`src/rtl/bus_pkg.sv`:
```
// Shared bus-side constants and helpers used by device FIFOs, the arbiter and benches.
package bus_pkg;

    localparam int unsigned PCKG_SZ_DEFAULT = 16;
    localparam int unsigned DROP_CNT_W      = 8;

    typedef logic [DROP_CNT_W-1:0] drop_cnt_t;

    // Width needed to hold an occupancy value in the range 0..d.
    function automatic int unsigned cnt_w(input int unsigned d);
        return $clog2(d + 1);
    endfunction

endpackage

```
`src/rtl/bus_dev_fifo.sv`:
```
// Per-driver show-ahead packet FIFO feeding one slot of the shared bus.
// Head packet is always visible on D_pop while pndng is high; writes into a
// full queue are dropped and recorded in sticky overflow / saturating drop_cnt.
module bus_dev_fifo
    import bus_pkg::*;
#(
    parameter int unsigned pckg_sz = PCKG_SZ_DEFAULT,
    parameter int unsigned depth   = 8
) (
    input  logic                       clk,
    input  logic                       reset,
    input  logic                       wr_en,
    input  logic [pckg_sz-1:0]         wr_data,
    output logic                       full,
    output logic                       pndng,
    output logic [pckg_sz-1:0]         D_pop,
    input  logic                       pop,
    output logic [cnt_w(depth)-1:0]    count,
    output logic                       overflow,
    output logic [DROP_CNT_W-1:0]      drop_cnt
);

    localparam int unsigned CW = cnt_w(depth);
    localparam int unsigned PW = (depth > 1) ? $clog2(depth) : 1;
    localparam logic [CW-1:0] DEPTH_C = CW'(depth);
    localparam logic [PW-1:0] LAST_C  = PW'(depth - 1);

    logic [pckg_sz-1:0] mem [depth];
    logic [PW-1:0]      wr_ptr;
    logic [PW-1:0]      rd_ptr;
    logic [1:0]         rst_sync;
    logic               rst_int_n;
    logic               is_empty;
    logic               is_full;
    logic               do_pop;
    logic               do_wr;
    logic               do_drop;

    // Reset asserts immediately, release is taken through two flops.
    always_ff @(posedge clk or negedge reset) begin
        if (!reset) begin
            rst_sync <= '0;
        end else begin
            rst_sync <= {rst_sync[0], 1'b1};
        end
    end

    assign rst_int_n = rst_sync[1];

    // Accept / drop decisions for this cycle.
    always_comb begin
        is_empty = (count == '0);
        is_full  = (count == DEPTH_C);
        do_pop   = pop && !is_empty;
        // A pop while full frees the slot the simultaneous write lands in.
        do_wr    = wr_en && (!is_full || pop);
        do_drop  = wr_en && is_full && !pop;
    end

    // Pointer, occupancy and drop-tracking state.
    always_ff @(posedge clk or negedge rst_int_n) begin
        if (!rst_int_n) begin
            wr_ptr   <= '0;
            rd_ptr   <= '0;
            count    <= '0;
            overflow <= 1'b0;
            drop_cnt <= '0;
        end else begin
            if (do_wr) begin
                wr_ptr <= (wr_ptr == LAST_C) ? '0 : wr_ptr + PW'(1);
            end
            if (do_pop) begin
                rd_ptr <= (rd_ptr == LAST_C) ? '0 : rd_ptr + PW'(1);
            end
            case ({do_wr, do_pop})
                2'b10:   count <= count + CW'(1);
                2'b01:   count <= count - CW'(1);
                default: count <= count;
            endcase
            if (do_drop) begin
                overflow <= 1'b1;
                if (drop_cnt != '1) begin
                    drop_cnt <= drop_cnt + DROP_CNT_W'(1);
                end
            end
        end
    end

    // Packet storage; contents are not reset, only guarded by count.
    always_ff @(posedge clk) begin
        if (do_wr) begin
            mem[wr_ptr] <= wr_data;
        end
    end

    // Status and show-ahead head packet, forced to zero when empty.
    always_comb begin
        full  = is_full;
        pndng = !is_empty;
        D_pop = pndng ? mem[rd_ptr] : '0;
    end

endmodule

```
`config.mk`:
```
export PLATFORM = sky130hd
export DESIGN_NAME = bus_dev_fifo
export DESIGN_NICKNAME = d
export VERILOG_FILES = /design/src/rtl/bus_pkg.sv /design/src/rtl/bus_dev_fifo.sv
export SDC_FILE = /design/constraint.sdc
export NUM_CORES = 1
export LEC_CHECK = 0
export CORE_MARGIN = 1.5
export CORE_UTILIZATION = 60
export CTS_BUF_LIST = sky130_fd_sc_hd__clkbuf_2
export CTS_CLUSTER_DIAMETER = 50
export DETAILED_ROUTE_END_ITERATION = 10
export PLACE_DENSITY = 0.82
export SLEW_MARGIN = 20
export SYNTH_ARGS = -nofsm -noshare
export SYNTH_HDL_FRONTEND = slang
export SYNTH_SLANG_ARGS = --single-unit
```
`constraint.sdc`:
```
create_clock -name clk -period 2.5 [get_ports clk]
set_input_delay 0.5 -clock clk [delete_from_list [all_inputs] [get_ports clk]]
set_output_delay 0.5 -clock clk [all_outputs]
set_load 0.01 [all_outputs]
```
Word level (Yosys, flattened, before mapping)

Memories as Yosys holds them, arrays and structs flattened.
Index checks and enable logic that the tools add are counted.

Memories kept: 1
Output and inout port bits: 31
Bits in latches: 0
Memory bits (read-only): 0
Input bits: 20
Bits in writable memories: 128
Logic and storage cells: 35
Bits in registers: 21

Memories:

| name | depth | width | rd ports | clocked after Yosys merged registers in | wr ports | line               | text |
|---|---|---|---|---|---|---|---|
| mem  | 8     | 16    | 1        | 0                                       | 1        | bus_dev_fifo.sv:28 | `logic [pckg_sz-1:0] mem [depth];` |

Div/mod/pow operators: 0
Equality and inequality tests: 6
Shift operators: 0
Add/sub/neg operators: 5
Magnitude comparators: 0
Muxes and demuxes: 6
Bitwise logic cells: 0
Multiply operators: 0
Reduce and logical (&&, ||, !) cells: 11

Operator list:

| cell                | count |
|---|---|
| $mux 16             | 1 |
| $add 8x1->8 const B | 1 |
| $ne 8x8->1 const B  | 1 |
| $pmux 4 s2          | 1 |
| $add 3x1->3 const B | 2 |
| $eq 3x3->1 const B  | 2 |
| $mux 3              | 2 |
| $add 4x1->4 const B | 1 |
| $eq 4x4->1 const B  | 1 |
| $logic_and 1x1->1   | 4 |
| $logic_not 4->1     | 1 |
| $sub 4x1->4 const B | 1 |
| $logic_not 1->1     | 3 |
| $eq 2x1->1 const B  | 1 |
| $eq 2x2->1 const B  | 1 |
| $mux 1              | 2 |
| $reduce_and 2->1    | 1 |
| $reduce_bool 2->1   | 1 |
| $logic_or 1x1->1    | 1 |

Logic depth before layout (Yosys ltp)

Gate-level depths: netlist of run 1.

Depth after elaboration: 6
Depth in mapped cells: 12

Least setup slack after synthesis of run 1

No wires, ideal clock.

Path kind: flip-flop to flip-flop
Start: reg count[0]
End: mem mem[0][0] (netlist bit), enable pin
Setup time: 0.430 ns
Cell stages (with the launch flop): 5
Required time: 2.070 ns
Path slack: -0.418 ns
Path buffers: 1
Data arrival time: 2.488 ns
Path through: dfrtp_1 > or4b_4 > buf_6 > o21ai_2 > nor4_1

Longest elaborated chain between the ends: 6

Ends and longest elaborated chain:

| element                      | line               | text |
|---|---|---|
| start, declared              | bus_dev_fifo.sv:18 | `output logic [cnt_w(depth)-1:0] count,` |
| start signal, assigned       | bus_dev_fifo.sv:76 | `2'b10: count <= count + CW'(1);` |
| start signal, assigned       | bus_dev_fifo.sv:77 | `2'b01: count <= count - CW'(1);` |
| start signal, assigned       | bus_dev_fifo.sv:78 | `default: count <= count;` |
| $eq 4x4->1                   | bus_dev_fifo.sv:53 | `is_full = (count == DEPTH_C);` |
| $logic_not 1->1              | bus_dev_fifo.sv:56 | `do_wr = wr_en && (!is_full \|\| pop);` |
| $logic_or 1x1->1             | bus_dev_fifo.sv:56 |  |
| $logic_and 1x1->1            | bus_dev_fifo.sv:56 |  |
| $mux 1                       | bus_dev_fifo.sv:91 | `if (do_wr) begin` |
| $mux 1 (implied by the code) | bus_dev_fifo.sv:92 | `mem[wr_ptr] <= wr_data;` |
| end, declared                | bus_dev_fifo.sv:28 |  |

No other way between the ends.

Worst setup path in the final report of run 1

Start: reg rd_ptr[0]
End: out D_pop[14]

Longest elaborated chain between the ends: 2

Ends and longest elaborated chain:

| element                | line                | text |
|---|---|---|
| start, declared        | bus_dev_fifo.sv:30  | `logic [PW-1:0] rd_ptr;` |
| start signal, assigned | bus_dev_fifo.sv:73  | `rd_ptr <= (rd_ptr == LAST_C) ? '0 : rd_ptr + PW'(1);` |
| $mem_v2 8x16           | n/a                 |  |
| $mux 16                | bus_dev_fifo.sv:100 | `D_pop = pndng ? mem[rd_ptr] : '0;` |
| end, declared          | bus_dev_fifo.sv:16  | `output logic [pckg_sz-1:0] D_pop,` |

No other way between the ends.

==> flow_metrics.py, run 1 <==
metrics = {
    "outcome": {
        "status": "complete, but fails checks",
        "violations": "setup timing",
    },
    "global_route": {
        "grt_max_degree": 21,
        "gr-total-overflow": 0,
        "grt_usage": 0.256,
        "grt_pass1_wl_um": 18700,
        "antenna_found_initial": 0,
        "grt_pass1_vias": 3335,
    },
    "placement": {
        "dpl-instance-area_um2": 6860,
        "numPortBuffers": 50,
        "hpwl_um": 6730,
        "routabilityCongestion": 0.804,
    },
    "power_and_ir_drop": {
        "power_leakage_nw": 2.63,
        "p_int_mw": 5.33,
        "powerDensity_nw_per_um2": 1090,
        "pwr-share-comb": 0.414,
        "switching_power_mw": 2.68,
        "p_sw_frac": 0.334,
        "p_seq_frac": 0.417,
        "irDropWorstVdd_uv": 639,
        "power.share.clock": 0.169,
        "finalPower_mw": 8.01,
    },
    "sta": {
        "whs_ns": 0.305,
        "tightest_slew_ns": 0.807,
        "finalCriticalPeriod_ns": 2.82,
        "fin_ws_ns": -0.325,
        "rsz0062_at_grt": "yes",
        "finalSetupViolations": 18,
        "fin_skew_ns": 0.0367,
        "hold_viol_final": 0,
        "fin_crit_sh": 1.13,
        "max_slew_margin": 0.462,
        "slew_viol_final": 0,
        "fmax_ghz": 0.354,
    },
    "yosys": {
        "async_flop_share": 0.141,
        "yosys_warnings": 0,
        "syn_inst": 306,
        "synth_top_area_cell": "edfxtp_1",
        "synth_edf_count": 128,
        "ys_types": 40,
        "yosysSeqAreaShare": 0.731,
        "synth_area_um2": 5980,
        "syn_avg_cell_area_um2": 19.5,
        "synth_nets": 334,
        "synth_top_area_frac": 0.643,
        "synth_flop_cell": "edfxtp_1",
        "synth_seq_cells": 149,
        "netlist_top_cells_area": "edfxtp_1 (64%), mux4_2 (12%), dfrtp_1 (8.8%)",
    },
    "floorplan": {
        "io_pins": 51,
        "placementRows": 36,
        "coreArea_um2": 9730,
        "die_w_um": 103,
        "dieArea_um2": 10600,
        "die_height_um": 103,
        "initial_utilization": 0.614,
    },
    "route": {
        "drc_errors": 0,
        "wl_per_cell_um": 21.8,
        "vias": 3218,
        "wl_um": 12200,
        "initialDrtViolationCount": 303,
        "first_pass_iters": 4,
        "viasPerCell": 5.76,
        "drtAntennaViolNets": 0,
    },
    "clocking": {
        "clkTransAtPathRegs_ns": 0.23,
        "h-tree-depth": 4,
        "cts_buffers": 17,
        "cts.path.max_buffers": 2,
        "clk_latency_ns": 0.68,
        "cts.sinks": 149,
        "cts_root_buffer": "clkbuf_2",
        "cts_tree": "yes",
    },
    "cells_and_area": {
        "stdcell_area_um2": 7360,
        "final_layout_size_suffix_gt1_frac": 0.366,
        "area_delta_synth_final_pct": 23.1,
        "final_nets": 441,
        "antenna_cells": 0,
    },
    "worst_setup_path": {
        "crit_buf_inv": 2,
        "path_depth": 5,
        "r2r_start": "count[0]",
        "cp-start-kind": "flip-flop",
        "critical_path.max_fanout": 7,
        "cp_data_required_time_ns": 2.00,
        "cpMaxStageDelayCell": "mux4_2",
        "critPathCaptureType": "output pin",
        "cp-startpoint": "rd_ptr[0]",
        "reg2regPathDepth": 10,
        "path_delay_family": "multiplexers",
        "crit_chain": "buf_8 > mux4_2 > mux2i_4 > nor2_1 > buf_2",
        "critPathMaxStageDelay_ns": 0.58,
        "arrival_ns": 2.32,
        "setup.worst_path.class": "reg -> out",
    },
    "run": {
        "drv_cap": 0,
    },
    "min_path": {
        "hp-class": "reg -> async",
    },
}
logic make-up after synthesis:
logic type | share of synthesized area
XOR/XNOR | 0.0132
buffers and inverters | 0.0138
adder cells (fa/ha/maj) | 0.0167
other | 0.000627
multiplexers | 0.159
flip-flops | 0.731
AND/OR/NAND/NOR | 0.0498
AO/OA/AOI/OAI | 0.0163
cell usage after synthesis (all sizes together), types with 2 or more instances:
master and count:
buf 7, xnor2 4, mux2i 16, dfrtp 21, a31oi 3, nand2 6, ha 8, nor3b 2
nand4 2, nor3 6, nand2b 4, nor4 3, clkbuf 6, o21ai 3, a21o 2, xor2 5
a21oi 5, edfxtp 128, nand3 2, nor2 21, inv 4, mux2 6, mux4 32
final timing paths:
path	endpoint	slack, ns
setup / recovery	D_pop[14]	-0.32
hold / removal	drop_cnt[1]	0.31
setup reg to reg	count[3]	-0.08
hold reg to reg	drop_cnt[1]	0.31
max in group asynchronous	rd_ptr[0]	1.61
min in group clk	rst_sync[1]	0.39
layout make-up:
class / count / area, um2
timing repair buffer: 101 / 926
fill: 576 / 2370
tap: 133 / 166
sequential: 149 / 4370
clock buffer: 18 / 90.1
clock inverter: 14 / 153
multi-input combinational: 140 / 1640
inverter: 4 / 17.5
layout by cell type (no fill, tap or decap), types with 3 or more instances in the layout:
cell             instances
xnor2_1                  4
mux2_1                   5
buf_2                   16
buf_6                   13
nand2b_1                 4
edfxtp_1               128
mux4_2                  32
nor2_1                  21
a21oi_1                  3
nor3_2                   4
clkdlybuf4s50_1         31
clkinvlp_4               4
dfrtp_1                 20
buf_12                   4
a31oi_1                  3
xor2_1                   4
inv_6                    3
nand2_1                  6
ha_1                     5
mux2i_1                 14
clkinv_4                 3
buf_4                   33
clkbuf_2                18
flip-flops by register name, summed over array words and instances, names as in the netlist:
signal	flops
overflow	1
rd_ptr	3
count	4
mem	128
wr_ptr	3
drop_cnt	8
rst_sync	2
metrics by stage:
step	setup WS (ns)	setup TNS [ns]	util	instances
6_report	-0.325	-3.69	0.756	559
4_1_cts	-0.320	-4.62	0.753	555
3_5_place_dp	0.0902	0	0.705	500
5_1_grt	-0.435	-6.75	0.756	559
2_1_floorplan	-0.0202	-1.31	-	306
3_3_place_gp	0.146	0	0.705	500
power groups by stage:
stage / logic [mW] / registers, mW / clock network (mW)
after floorplan: 1.73 / 3.37 / 0
after global placement: 2.91 / 3.37 / 0
after detailed placement: 2.98 / 3.39 / 0
after CTS: 3.30 / 3.33 / 1.38
after global routing: 3.57 / 3.38 / 1.48
final: 3.32 / 3.34 / 1.35
worst register-to-register path: cells and delay by family, from the launching register on:
kind | cells | cell delay [ns]
compound gates | 3 | 0.49
xor+xnor | 1 | 0.16
fa+ha+maj | 1 | 0.15
buf+inv | 3 | 0.46
flops | 1 | 0.46
simple gates | 2 | 0.81
metal layers:
layer	GRT usage	vias up	wire, um
li1	-	1440	-
met1	0.347	1631	4800
met2	0.416	124	6400
met3	0.0576	23	691
met4	0.0977	0	316
met5	0	-	0
what timing repair did:
item,in CTS,in global routing
endpoints found under the hold margin,2,0
setup endpoints to repair,18,21
hold buffers,1,0
gates cloned,3,0
pin swaps,5,11
resized for setup,86,18
setup buffers,19,8
No activity file was read; power rests on OpenSTA's default activity.
==> run 2, diff against run 1 <==
--- a/config.mk
+++ b/config.mk
@@ -5,6 +5,7 @@
 export SDC_FILE = /design/constraint.sdc
 export NUM_CORES = 1
 export LEC_CHECK = 0
+export CORE_ASPECT_RATIO = 0.9
 export CORE_MARGIN = 1.5
 export CORE_UTILIZATION = 60
 export CTS_BUF_LIST = sky130_fd_sc_hd__clkbuf_2
==> constraint.sdc (replaced) <==
create_clock -name clk -period 2.5 [get_ports clk]
set_input_delay 0.25 -clock clk [delete_from_list [all_inputs] [get_ports clk]]
set_output_delay 0.25 -clock clk [all_outputs]
set_load 0.01 [all_outputs]
==> run 2 against run 1 <==
Net effect:
- non-clock buffer count down 22
- global-route usage down 1.7 points
- clock power about the same
- power down 4.2%
- register-to-register slack better by 0.14 ns
- clock skew down 0.013 ns
- the flow now finishes without violations
- via count down 3.9%
- sequential share of layout area up 2.1 points
- die area about the same
==> flow_metrics.py, run 2 (synthesized netlist as in run 1, its figures left out) <==
metrics = {
    "outcome": {
        "status": "finished clean",
    },
    "sta": {
        "tightest_slew_ns": 0.779,
        "max_slew_margin": 0.481,
        "rsz0062_at_grt": "yes",
        "finalSetupViolations": 0,
        "finalCriticalPeriod_ns": 2.49,
        "slew_viol_final": 0,
        "hold_viol_final": 0,
        "fin_crit_sh": 0.997,
        "fin_skew_ns": 0.0237,
        "fmax_ghz": 0.401,
    },
    "route": {
        "viasPerCell": 5.85,
        "drtAntennaViolNets": 0,
        "vias": 3094,
        "initialDrtViolationCount": 176,
        "drc_errors": 0,
        "wl_per_cell_um": 21.6,
        "wl_um": 11400,
        "first_pass_iters": 5,
    },
    "global_route": {
        "grt_pass1_wl_um": 17800,
        "gr-total-overflow": 0,
        "antenna_found_initial": 0,
        "grt_max_degree": 20,
        "grt_pass1_vias": 3173,
        "grt_usage": 0.239,
    },
    "cells_and_area": {
        "finalNonFillerCells": 529,
        "antenna_cells": 0,
        "largest_reg_flops": 128,
        "area_delta_synth_final_pct": 19.0,
        "top_register": "mem",
        "final_nets": 419,
        "mostFrequentLayoutCell": "edfxtp_1",
        "mostFrequentLayoutCells": "edfxtp_1 (128), mux4_2 (32), clkdlybuf4s50_1 (32), nor2_1 (21)",
        "final_layout_size_suffix_gt1_frac": 0.318,
        "largestRegisters": "mem: 128 flops, drop_cnt: 8 flops, count: 4 flops",
        "stdcell_area_um2": 7120,
    },
    "worst_setup_path": {
        "critical_path.max_fanout": 6,
        "arrival_ns": 2.24,
        "critPathCaptureType": "output pin",
        "cp-startpoint": "rd_ptr[0]",
        "setup.worst_path.class": "reg -> out",
        "regToRegSetupSlack_ns": 0.06,
        "r2r_start": "count[0]",
        "setup.worst_path.end": "D_pop[13]",
        "cp_data_required_time_ns": 2.25,
        "reg2regPathDepth": 10,
        "r2r_end": "count[2]",
        "cp-start-kind": "flip-flop",
    },
    "run": {
        "drv_cap": 0,
    },
    "placement": {
        "numPortBuffers": 50,
        "hpwl_um": 6780,
        "routabilityCongestion": 0.776,
        "dpl.cell_count": 489,
        "dpl-instance-area_um2": 6800,
    },
    "power_and_ir_drop": {
        "finalPower_mw": 7.67,
        "power_leakage_nw": 2.52,
        "powerDensity_nw_per_um2": 1080,
        "irDropWorstVdd_uv": 555,
    },
    "min_path": {
        "hp-class": "in -> async",
    },
    "floorplan": {
        "placementRows": 34,
        "die_height_um": 97.7,
        "io_pins": 51,
        "initial_utilization": 0.619,
        "coreArea_um2": 9660,
        "dieArea_um2": 10600,
        "die_w_um": 108,
    },
    "clocking": {
        "cts_root_buffer": "clkbuf_2",
        "cts.path.max_buffers": 2,
        "h-tree-depth": 4,
        "cts_tree": "yes",
        "cts_buffers": 17,
        "clk_latency_ns": 0.65,
        "clkTransAtPathRegs_ns": 0.20,
        "cts.sinks": 149,
    },
}
run 2: worst max-delay path, stage by stage (launching register included):
cell     delay (ns)
dfrtp_2        0.47
buf_6          0.18
mux4_2         0.53
mux2i_2        0.20
nor2_1         0.08
buf_2          0.14
run 2: timing repair:
action,CTS,global route
endpoints found under the hold margin,2,0
setup endpoints to repair,17,19
hold buffers,1,0
resized for setup,76,6
pin swaps,3,4
setup buffers,8,0
gates cloned,3,0
run 2: area by class of cell:
class / instances / area (um2)
flip-flops and latches: 149 / 4370
fillers: 571 / 2540
multi-input cells: 140 / 1610
repair buffers: 79 / 713
well taps: 126 / 158
clock inverters: 12 / 155
clock buffers: 19 / 95.1
inverters: 4 / 15.0
run 2: report_power, final:
| group | switching [mW] | internal, mW | total, mW |
|---|---|---|---|
| clock network | 0.809 | 0.561 | 1.37 |
| registers | 0.232 | 3.12 | 3.35 |
| logic | 1.44 | 1.50 | 2.94 |
run 2: metal layers:
metal | wire length (um) | up-vias | global-route usage | share of wire
met4 | 63 | 0 | 0.0719 | 0.0055
met3 | 862 | 4 | 0.0557 | 0.076
li1 | - | 1400 | - | -
met2 | 5970 | 115 | 0.383 | 0.52
met1 | 4510 | 1575 | 0.333 | 0.40
met5 | 0 | - | 0 | 0
run 2: metrics by stage:
step,TNS (ns),hold WS [ns],utilization,setup slack [ns]
global route,-1.57,0.232,0.737,-0.146
floorplan,-1.31,-0.0456,-,-0.0202
finish,0,0.297,0.737,0.00652
detailed placement,0,0.336,0.704,0.167
global placement,0,0.335,0.704,0.264
CTS,-1.07,0.174,0.740,-0.126
run 2: worst min path at each step:
stage	start	end	slack, ns	depth (start not counted)
after floorplan	reset	rst_sync[0]	-0.05	0
after global placement	rst_sync[0]	rst_sync[1]	0.33	0
after detailed placement	rst_sync[0]	rst_sync[1]	0.34	0
after CTS	reset	rst_sync[0]	0.17	2
after global routing	reset	rst_sync[1]	0.23	2
final	reset	rst_sync[1]	0.30	2
